--- src/rtl/lsu_pkg.sv ---
`default_nettype none
// ============================================================================
//  Module   : lsu_pkg
//  Purpose  : Shared definitions for the MEM-stage load/store unit:
//             funct3 access-size encodings, FSM state type and the default
//             bus timeout.
//  Revision : 1.0  initial release
// ============================================================================
package lsu_pkg;

    // funct3 encodings for loads/stores
    localparam logic [2:0] F3_B  = 3'd0;
    localparam logic [2:0] F3_H  = 3'd1;
    localparam logic [2:0] F3_W  = 3'd2;
    localparam logic [2:0] F3_BU = 3'd4;
    localparam logic [2:0] F3_HU = 3'd5;

    // Default cycles allowed in REQ or RESP before an access is aborted
    localparam int c_timeout_default = 255;

    typedef enum logic [1:0] {
        IDLE = 2'd0,
        REQ  = 2'd1,
        RESP = 2'd2,
        DONE = 2'd3
    } lsu_state_t;

endpackage
`default_nettype wire

--- src/rtl/lsu_align.sv ---
`default_nettype none
// ============================================================================
//  Module   : lsu_align
//  Purpose  : Combinational byte-lane logic for the load/store unit.
//             - legality and alignment check of the incoming access
//             - store strobe generation and lane replication of store data
//             - load byte/half extraction with sign or zero extension
//  Ports    : i_is_load/i_is_store  access type (store wins if both)
//             i_funct3, i_addr_lo    size/sign and low address bits (issue)
//             i_wdata                raw store data
//             i_ld_funct3, i_ld_lo   size/sign and low address of the
//                                    outstanding load
//             i_rword                word returned by memory
//             o_illegal, o_misaligned, o_wstrb, o_wdata, o_rdata
//  Revision : 1.0  initial release
// ============================================================================
module lsu_align
    import lsu_pkg::*;
(
    input  logic        i_is_load,
    input  logic        i_is_store,
    input  logic [2:0]  i_funct3,
    input  logic [1:0]  i_addr_lo,
    input  logic [31:0] i_wdata,
    input  logic [2:0]  i_ld_funct3,
    input  logic [1:0]  i_ld_lo,
    input  logic [31:0] i_rword,
    output logic        o_illegal,
    output logic        o_misaligned,
    output logic [3:0]  o_wstrb,
    output logic [31:0] o_wdata,
    output logic [31:0] o_rdata
);

    logic [7:0]  w_byte;
    logic [15:0] w_half;

    // Legality / alignment
    always_comb begin
        o_illegal    = 1'b0;
        o_misaligned = 1'b0;
        if (i_is_store) begin
            o_illegal = (i_funct3 > F3_W);
        end else if (i_is_load) begin
            o_illegal = (i_funct3 == 3'd3) || (i_funct3 == 3'd6) || (i_funct3 == 3'd7);
        end
        case (i_funct3)
            F3_H, F3_HU: o_misaligned = i_addr_lo[0];
            F3_W:        o_misaligned = (i_addr_lo != 2'b00);
            default:     o_misaligned = 1'b0;
        endcase
    end

    // Store lanes: data is replicated so the strobe alone selects the lane
    always_comb begin
        o_wstrb = 4'b1111;
        o_wdata = i_wdata;
        case (i_funct3)
            F3_B: begin
                o_wstrb = 4'b0001 << i_addr_lo;
                o_wdata = {4{i_wdata[7:0]}};
            end
            F3_H: begin
                o_wstrb = 4'b0011 << {i_addr_lo[1], 1'b0};
                o_wdata = {2{i_wdata[15:0]}};
            end
            default: begin
                o_wstrb = 4'b1111;
                o_wdata = i_wdata;
            end
        endcase
    end

    // Load extraction
    always_comb begin
        w_byte = i_rword[7:0];
        case (i_ld_lo)
            2'd0:    w_byte = i_rword[7:0];
            2'd1:    w_byte = i_rword[15:8];
            2'd2:    w_byte = i_rword[23:16];
            default: w_byte = i_rword[31:24];
        endcase
        w_half = i_ld_lo[1] ? i_rword[31:16] : i_rword[15:0];

        o_rdata = i_rword;
        case (i_ld_funct3)
            F3_B:    o_rdata = {{24{w_byte[7]}}, w_byte};
            F3_BU:   o_rdata = {24'd0, w_byte};
            F3_H:    o_rdata = {{16{w_half[15]}}, w_half};
            F3_HU:   o_rdata = {16'd0, w_half};
            default: o_rdata = i_rword;
        endcase
    end

endmodule
`default_nettype wire

--- src/rtl/load_store_unit.sv ---
`default_nettype none
// ============================================================================
//  Module   : load_store_unit
//  Purpose  : MEM-stage load/store unit. Issues one handshaked word access
//             per load/store, stalls the pipeline while it is outstanding,
//             aligns store data, extracts/extends load data and aborts an
//             access that waits longer than TIMEOUT cycles in REQ or RESP.
//  Ports    : clk, reset                       clock, sync active-high reset
//             MemRead, MemWrite, addr,
//             WriteData, funct3                EX/MEM access request
//             ReadData                         load result to MEM/WB
//             stall, err                       pipeline control / error pulse
//             mem_req, mem_we, mem_addr,
//             mem_wstrb, mem_wdata             bus request (registered)
//             mem_gnt, mem_rvalid, mem_rdata   bus response
//  Revision : 1.0  initial release
// ============================================================================
module load_store_unit
    import lsu_pkg::*;
#(
    parameter int TIMEOUT = c_timeout_default
) (
    input  logic        clk,
    input  logic        reset,
    input  logic        MemRead,
    input  logic        MemWrite,
    input  logic [31:0] addr,
    input  logic [31:0] WriteData,
    input  logic [2:0]  funct3,
    output logic [31:0] ReadData,
    output logic        stall,
    output logic        err,
    output logic        mem_req,
    output logic        mem_we,
    output logic [31:0] mem_addr,
    output logic [3:0]  mem_wstrb,
    output logic [31:0] mem_wdata,
    input  logic        mem_gnt,
    input  logic        mem_rvalid,
    input  logic [31:0] mem_rdata
);

    localparam int c_cnt_w = (TIMEOUT > 0) ? $clog2(TIMEOUT + 1) : 1;
    localparam logic [c_cnt_w-1:0] c_tmo_limit = c_cnt_w'(TIMEOUT);

    lsu_state_t         r_state;
    lsu_state_t         w_next;
    logic [c_cnt_w-1:0] r_cnt;
    logic [31:0]        r_rdata;
    logic               r_mem_req;
    logic               r_mem_we;
    logic [31:0]        r_mem_addr;
    logic [3:0]         r_mem_wstrb;
    logic [31:0]        r_mem_wdata;
    logic [2:0]         r_ld_f3;
    logic [1:0]         r_ld_lo;

    logic        w_access;
    logic        w_is_store;
    logic        w_is_load;
    logic        w_illegal;
    logic        w_misaligned;
    logic        w_bad;
    logic        w_tmo;
    logic        w_enter_wait;
    logic [3:0]  w_st_strb;
    logic [31:0] w_st_data;
    logic [31:0] w_ld_data;

    assign w_access   = MemRead | MemWrite;
    assign w_is_store = MemWrite;
    assign w_is_load  = MemRead & ~MemWrite;
    assign w_bad      = w_illegal | w_misaligned;
    // With TIMEOUT=0 the limit is 0 and the counter never moves; the guard
    // keeps the abort path disabled.
    assign w_tmo      = (TIMEOUT != 0) && (r_cnt == c_tmo_limit);

    lsu_align u_align (
        .i_is_load    (w_is_load),
        .i_is_store   (w_is_store),
        .i_funct3     (funct3),
        .i_addr_lo    (addr[1:0]),
        .i_wdata      (WriteData),
        .i_ld_funct3  (r_ld_f3),
        .i_ld_lo      (r_ld_lo),
        .i_rword      (mem_rdata),
        .o_illegal    (w_illegal),
        .o_misaligned (w_misaligned),
        .o_wstrb      (w_st_strb),
        .o_wdata      (w_st_data),
        .o_rdata      (w_ld_data)
    );

    // ---------------- FSM state register ----------------
    always_ff @(posedge clk) begin
        if (reset) begin
            r_state <= IDLE;
        end else begin
            r_state <= w_next;
        end
    end

    // ---------------- FSM next state / control outputs ----------------
    always_comb begin
        w_next = r_state;
        stall  = 1'b0;
        err    = 1'b0;
        case (r_state)
            IDLE: begin
                if (w_access) begin
                    if (w_bad) begin
                        err = 1'b1;
                    end else begin
                        stall  = 1'b1;
                        w_next = REQ;
                    end
                end
            end
            REQ: begin
                stall = 1'b1;
                if (w_tmo) begin
                    err    = 1'b1;
                    w_next = DONE;
                end else if (mem_gnt) begin
                    w_next = r_mem_we ? DONE : RESP;
                end
            end
            RESP: begin
                stall = 1'b1;
                if (w_tmo) begin
                    err    = 1'b1;
                    w_next = DONE;
                end else if (mem_rvalid) begin
                    w_next = DONE;
                end
            end
            default: begin
                w_next = IDLE;
            end
        endcase
    end

    // ---------------- Timeout counter ----------------
    assign w_enter_wait = ((w_next == REQ)  && (r_state != REQ)) ||
                          ((w_next == RESP) && (r_state != RESP));

    always_ff @(posedge clk) begin
        if (reset) begin
            r_cnt <= '0;
        end else if (w_enter_wait) begin
            r_cnt <= '0;
        end else if (((r_state == REQ) || (r_state == RESP)) && (r_cnt != c_tmo_limit)) begin
            r_cnt <= r_cnt + 1'b1;
        end
    end

    // ---------------- Bus request and load result registers ----------------
    always_ff @(posedge clk) begin
        if (reset) begin
            r_rdata     <= '0;
            r_mem_req   <= 1'b0;
            r_mem_we    <= 1'b0;
            r_mem_addr  <= '0;
            r_mem_wstrb <= '0;
            r_mem_wdata <= '0;
            r_ld_f3     <= '0;
            r_ld_lo     <= '0;
        end else begin
            case (r_state)
                IDLE: begin
                    if (w_access) begin
                        if (w_bad) begin
                            r_rdata <= '0;
                        end else begin
                            r_mem_req   <= 1'b1;
                            r_mem_we    <= w_is_store;
                            r_mem_addr  <= {addr[31:2], 2'b00};
                            r_mem_wstrb <= w_is_store ? w_st_strb : 4'b0000;
                            r_mem_wdata <= w_is_store ? w_st_data : 32'd0;
                            r_ld_f3     <= funct3;
                            r_ld_lo     <= addr[1:0];
                        end
                    end
                end
                REQ: begin
                    if (w_tmo) begin
                        r_mem_req <= 1'b0;
                        r_rdata   <= '0;
                    end else if (mem_gnt) begin
                        r_mem_req <= 1'b0;
                    end
                end
                RESP: begin
                    if (w_tmo) begin
                        r_rdata <= '0;
                    end else if (mem_rvalid) begin
                        r_rdata <= w_ld_data;
                    end
                end
                default: begin
                end
            endcase
        end
    end

    assign ReadData  = r_rdata;
    assign mem_req   = r_mem_req;
    assign mem_we    = r_mem_we;
    assign mem_addr  = r_mem_addr;
    assign mem_wstrb = r_mem_wstrb;
    assign mem_wdata = r_mem_wdata;

endmodule
`default_nettype wire

--- config.mk ---
export PLATFORM = sky130hd
export DESIGN_NAME = load_store_unit
export DESIGN_NICKNAME = d
export VERILOG_FILES = /design/src/rtl/lsu_pkg.sv /design/src/rtl/lsu_align.sv /design/src/rtl/load_store_unit.sv
export SDC_FILE = /design/constraint.sdc
export NUM_CORES = 1
export LEC_CHECK = 0
export CAP_MARGIN = 15
export CORE_MARGIN = 2
export CORE_UTILIZATION = 41
export DETAILED_ROUTE_END_ITERATION = 12
export PLACE_DENSITY = 0.89
export SYNTH_ARGS = -nofsm -noshare
export SYNTH_HDL_FRONTEND = slang
export SYNTH_SLANG_ARGS = --single-unit
export TNS_END_PERCENT = 5
--- constraint.sdc ---
create_clock -name clk -period 2.8 [get_ports clk]
set_input_delay 0.84 -clock clk [delete_from_list [all_inputs] [get_ports clk]]
set_output_delay 0.84 -clock clk [all_outputs]
set_load 0.05 [all_outputs]
==> reports/results.txt <==
Overflow after GRT -> 0
Final-stage net count -> 988
Largest stage delay, worst path -> 0.29 ns
Signed area change from the synthesized netlist to the final layout -> 53.6%
Relative max-transition margin -> 41.7%
DR iter-0 viols -> 513
Ports -> 209
Largest family of logic cells by synthesized area -> simple AND/OR/NAND/NOR gates
Total number of vias -> 5690
Port Buffer Count -> 206
Most common cell in the synthesized netlist -> sky130_fd_sc_hd__dfxtp_1
Hold Worst Slack -> 0.453 ns
Power Dens Cells -> 835 mW/mm^2
Number of hold buffers added after CTS -> 0
Die area -> 0.0149 mm^2
Post-synthesis share of cell area spent on xor and xnor gates -> 0.922%
WS Path Type -> input pin to output pin
Leading register cell type out of synthesis -> sky130_fd_sc_hd__dfxtp_1
Share of the yosys chip area belonging to registers -> 40.4%
Number of placement rows -> 43
Cell Count, Final, Fillers Out -> 1067
Post-detail-place hpwl -> 12500 um
Global-route wire length before repair -> 27600 um
Warnings from Yosys -> 0
Final period utilization -> 98.2%
Hold Fails Final Rpt -> 0
Worst EP arrival -> 1.91 ns
Via count of the first global-routing pass -> 5679
Number of instances in the synthesized netlist -> 670
Critical Path RT -> 1.96 ns
Syn Std Cell Area -> 0.00570 mm^2
Cells along the critical path -> buf_12 -> a221oi_4 -> nor2_2 -> nor3_4 -> nor2_4 -> nor2_4 -> buf_12
Critical Path Sink Type -> output pin
Die Span X -> 122 um
Master cell of the clock root buffer -> sky130_fd_sc_hd__clkbuf_16
CTS H-Tree Depth -> 4
Clock sink total -> 115
Worst slew pin tran -> 0.868 ns
Global-route usage over all layers -> 23.7%
Total clock buffers created by CTS -> 17
Min-delay worst type -> flip-flop to flip-flop
Clock tree buffer depth -> 2
Wire per inst -> 16.7 um
Share of the synthesized area in compound gates (AO/OA/AOI/OAI) -> 17.1%
Overall power consumption -> 7.31 mW
Result of the run -> finished clean
Routed wire length -> 17800 um
Max IR drop VDD -> 0.487 mV
Post-synthesis mux area share -> 12.9%
Time the final worst path needs with I/O delays and setup -> 2.75 ns
Number of pins with negative max-slew slack in the final report -> 0
Commonest cells post-synth -> sky130_fd_sc_hd__dfxtp_1 (115), sky130_fd_sc_hd__nand2_1 (83), sky130_fd_sc_hd__a21oi_1 (69)
DRC violation count after routing -> 0
Antenna violations before repair -> 0
Nature of the critical path startpoint -> input pin
Share of synthesized registers carrying an async set or reset -> 0%
Placed cell area -> 0.00813 mm^2
Seq cells post-synth -> 115
Critical-path cell with the highest stage delay -> sky130_fd_sc_hd__a221oi_4
Pin count of the biggest net entering global routing -> 94
Number of synthesized flops with an enable pin -> 0
Finish-stage setup viols -> 0
Height of the die -> 122 um
Largest fanout of any net on the critical path -> 7
Register clock-pin slew on the reported worst setup and hold paths -> 0.05 ns
Number of instances in the placed design -> 1036
TritonCTS clock tree -> done
Fmax -> 0.364 GHz
Avg Cell Area, Syn -> 8.51 um^2
Hold path startpoint -> mem_addr[10]
RSZ-0062 raised after global routing -> yes
Vias per Instance -> 5.33
Fill cell instance count of the final layout -> 1115
Effective utilization at floorplan -> 41.6%
Final design area excluding fillers -> 0.00876 mm^2
Post-synthesis share of cell area spent on full adders, half adders and majority gates -> 1.32%
Count of cell types in the netlist -> 53
Leakage power of the design -> 3.24 nW
Pre-antenna DRT Iters -> 6
Dominant cell type by area after synthesis -> sky130_fd_sc_hd__dfxtp_1
Final antenna-violating net count -> 0
Clock Latency Late Sink -> 0.41 ns
Largest clock skew in the final design -> 0.00607 ns
Minimum setup slack among reg-to-reg paths -> 0.27 ns
Leading cell types by total area after synthesis -> sky130_fd_sc_hd__dfxtp_1 (40%), sky130_fd_sc_hd__mux2i_1 (6.1%), sky130_fd_sc_hd__a21oi_1 (6.1%)
Routability cong. -> 0.848
Launching point of the worst reg2reg path -> r_state[1]
Synth top area share -> 40.4%
Maxcap violations -> 0
Number of antenna diodes -> 0
Critical Path Start -> funct3[0]
Fraction of final layout cells with drive strength greater than 1 -> 12.5%
Total core area -> 0.0137 mm^2
Simple-gate share of the synthesized area -> 22.4%
## area by class of cell
cell class / instances / area (um^2) / share of cell area [%]
timing repair buffer: 243 / 2410 / 27.5
clock buffer: 24 / 492 / 5.62
tap: 180 / 225 / 2.57
inverter: 8 / 30.0 / 0.343
multi-input combinational: 492 / 3200 / 36.5
clock inverter: 5 / 100 / 1.14
sequential: 115 / 2300 / 26.3
## report_power, final
group,switching [mW],internal (mW),total [mW]
Clock,0.716,1.47,2.19
Sequential,0.143,1.85,1.99
Combinational,1.86,1.26,3.13
Total,2.72,4.59,7.31
## stage by stage
step | worst slack [ns] | TNS (ns) | util [%]
floorplan | -0.233 | -0.276 | -
global placement | -0.447 | -17.45 | 59.2
detailed placement | -0.495 | -23.27 | 59.2
CTS | -0.0412 | -0.0412 | 63.7
global route | -0.00694 | -0.00694 | 63.8
finish | 0.0500 | 0 | 63.8
## registers in the layout, summed over array words and instances, names as in the netlist
name and cells:
mem_wstrb 4, r_state 2, mem_wdata 32, r_ld_lo 2, mem_we 1, mem_req 1, ReadData 32, mem_addr 30
r_ld_f3 3, r_cnt 8
## per-layer routing
layer / vias to the layer above / part of all wire [%] / routed length (um) / track usage [%]
li1: 2745 / - / - / -
met1: 2655 / 39 / 6990 / 26.4
met2: 261 / 48 / 8480 / 40.3
met3: 29 / 11 / 1880 / 9.41
met4: 0 / 2.5 / 437 / 9.48
met5: - / 0 / 0 / 0
## worst paths after layout
path | cells after the start | endpoint
worst max-delay path | 7 | stall
worst min-delay path | 2 | mem_addr[10]
worst max register to register | 9 | r_cnt[4]
worst min register to register | 2 | mem_addr[10]
## kinds of logic (layout without fill, tap and decap cells)
logic type	Yosys count	count (layout)
AND/OR/NAND/NOR	263	263
XOR/XNOR	6	6
adder cells (fa/ha/maj)	6	6
buffers and inverters	64	280
flip-flops	115	115
AO/OA/AOI/OAI	146	146
multiplexers	69	69
other	1	2
## placed cells by master, fill, tap and decap left out, types with 4 or more instances in the layout
cell type / n
sky130_fd_sc_hd__nand2b_1: 33
sky130_fd_sc_hd__nor4_1: 6
sky130_fd_sc_hd__clkbuf_16: 17
sky130_fd_sc_hd__ha_1: 5
sky130_fd_sc_hd__mux2_2: 18
sky130_fd_sc_hd__nor2_2: 4
sky130_fd_sc_hd__clkbuf_8: 4
sky130_fd_sc_hd__buf_4: 34
sky130_fd_sc_hd__nor3_1: 12
sky130_fd_sc_hd__xnor2_1: 4
sky130_fd_sc_hd__or3_1: 9
sky130_fd_sc_hd__a22oi_1: 44
sky130_fd_sc_hd__dfxtp_1: 115
sky130_fd_sc_hd__nand3_1: 18
sky130_fd_sc_hd__nand2_1: 83
sky130_fd_sc_hd__nor2b_1: 22
sky130_fd_sc_hd__mux2_1: 15
sky130_fd_sc_hd__a21oi_1: 67
sky130_fd_sc_hd__clkdlybuf4s50_1: 196
sky130_fd_sc_hd__nor2_1: 59
sky130_fd_sc_hd__o21ai_0: 9
sky130_fd_sc_hd__buf_12: 7
sky130_fd_sc_hd__inv_1: 7
sky130_fd_sc_hd__mux2i_1: 35
sky130_fd_sc_hd__a22o_1: 9
## what timing repair did
| item | in CTS | in global routing |
|---|---|---|
| endpoints found under the setup margin | 8 | 9 |
| gates resized for setup | 33 | 12 |
| pin swaps | 9 | 6 |
| setup buffers | 2 | 1 |
## critical path, delay by kind of cell
kind,cells,cell delay (ns)
AND/OR/NAND/NOR,4,0.51
buffers and inverters,2,0.26
AO/OA/AOI/OAI,1,0.29
No activity file was read; power rests on OpenSTA's default activity.
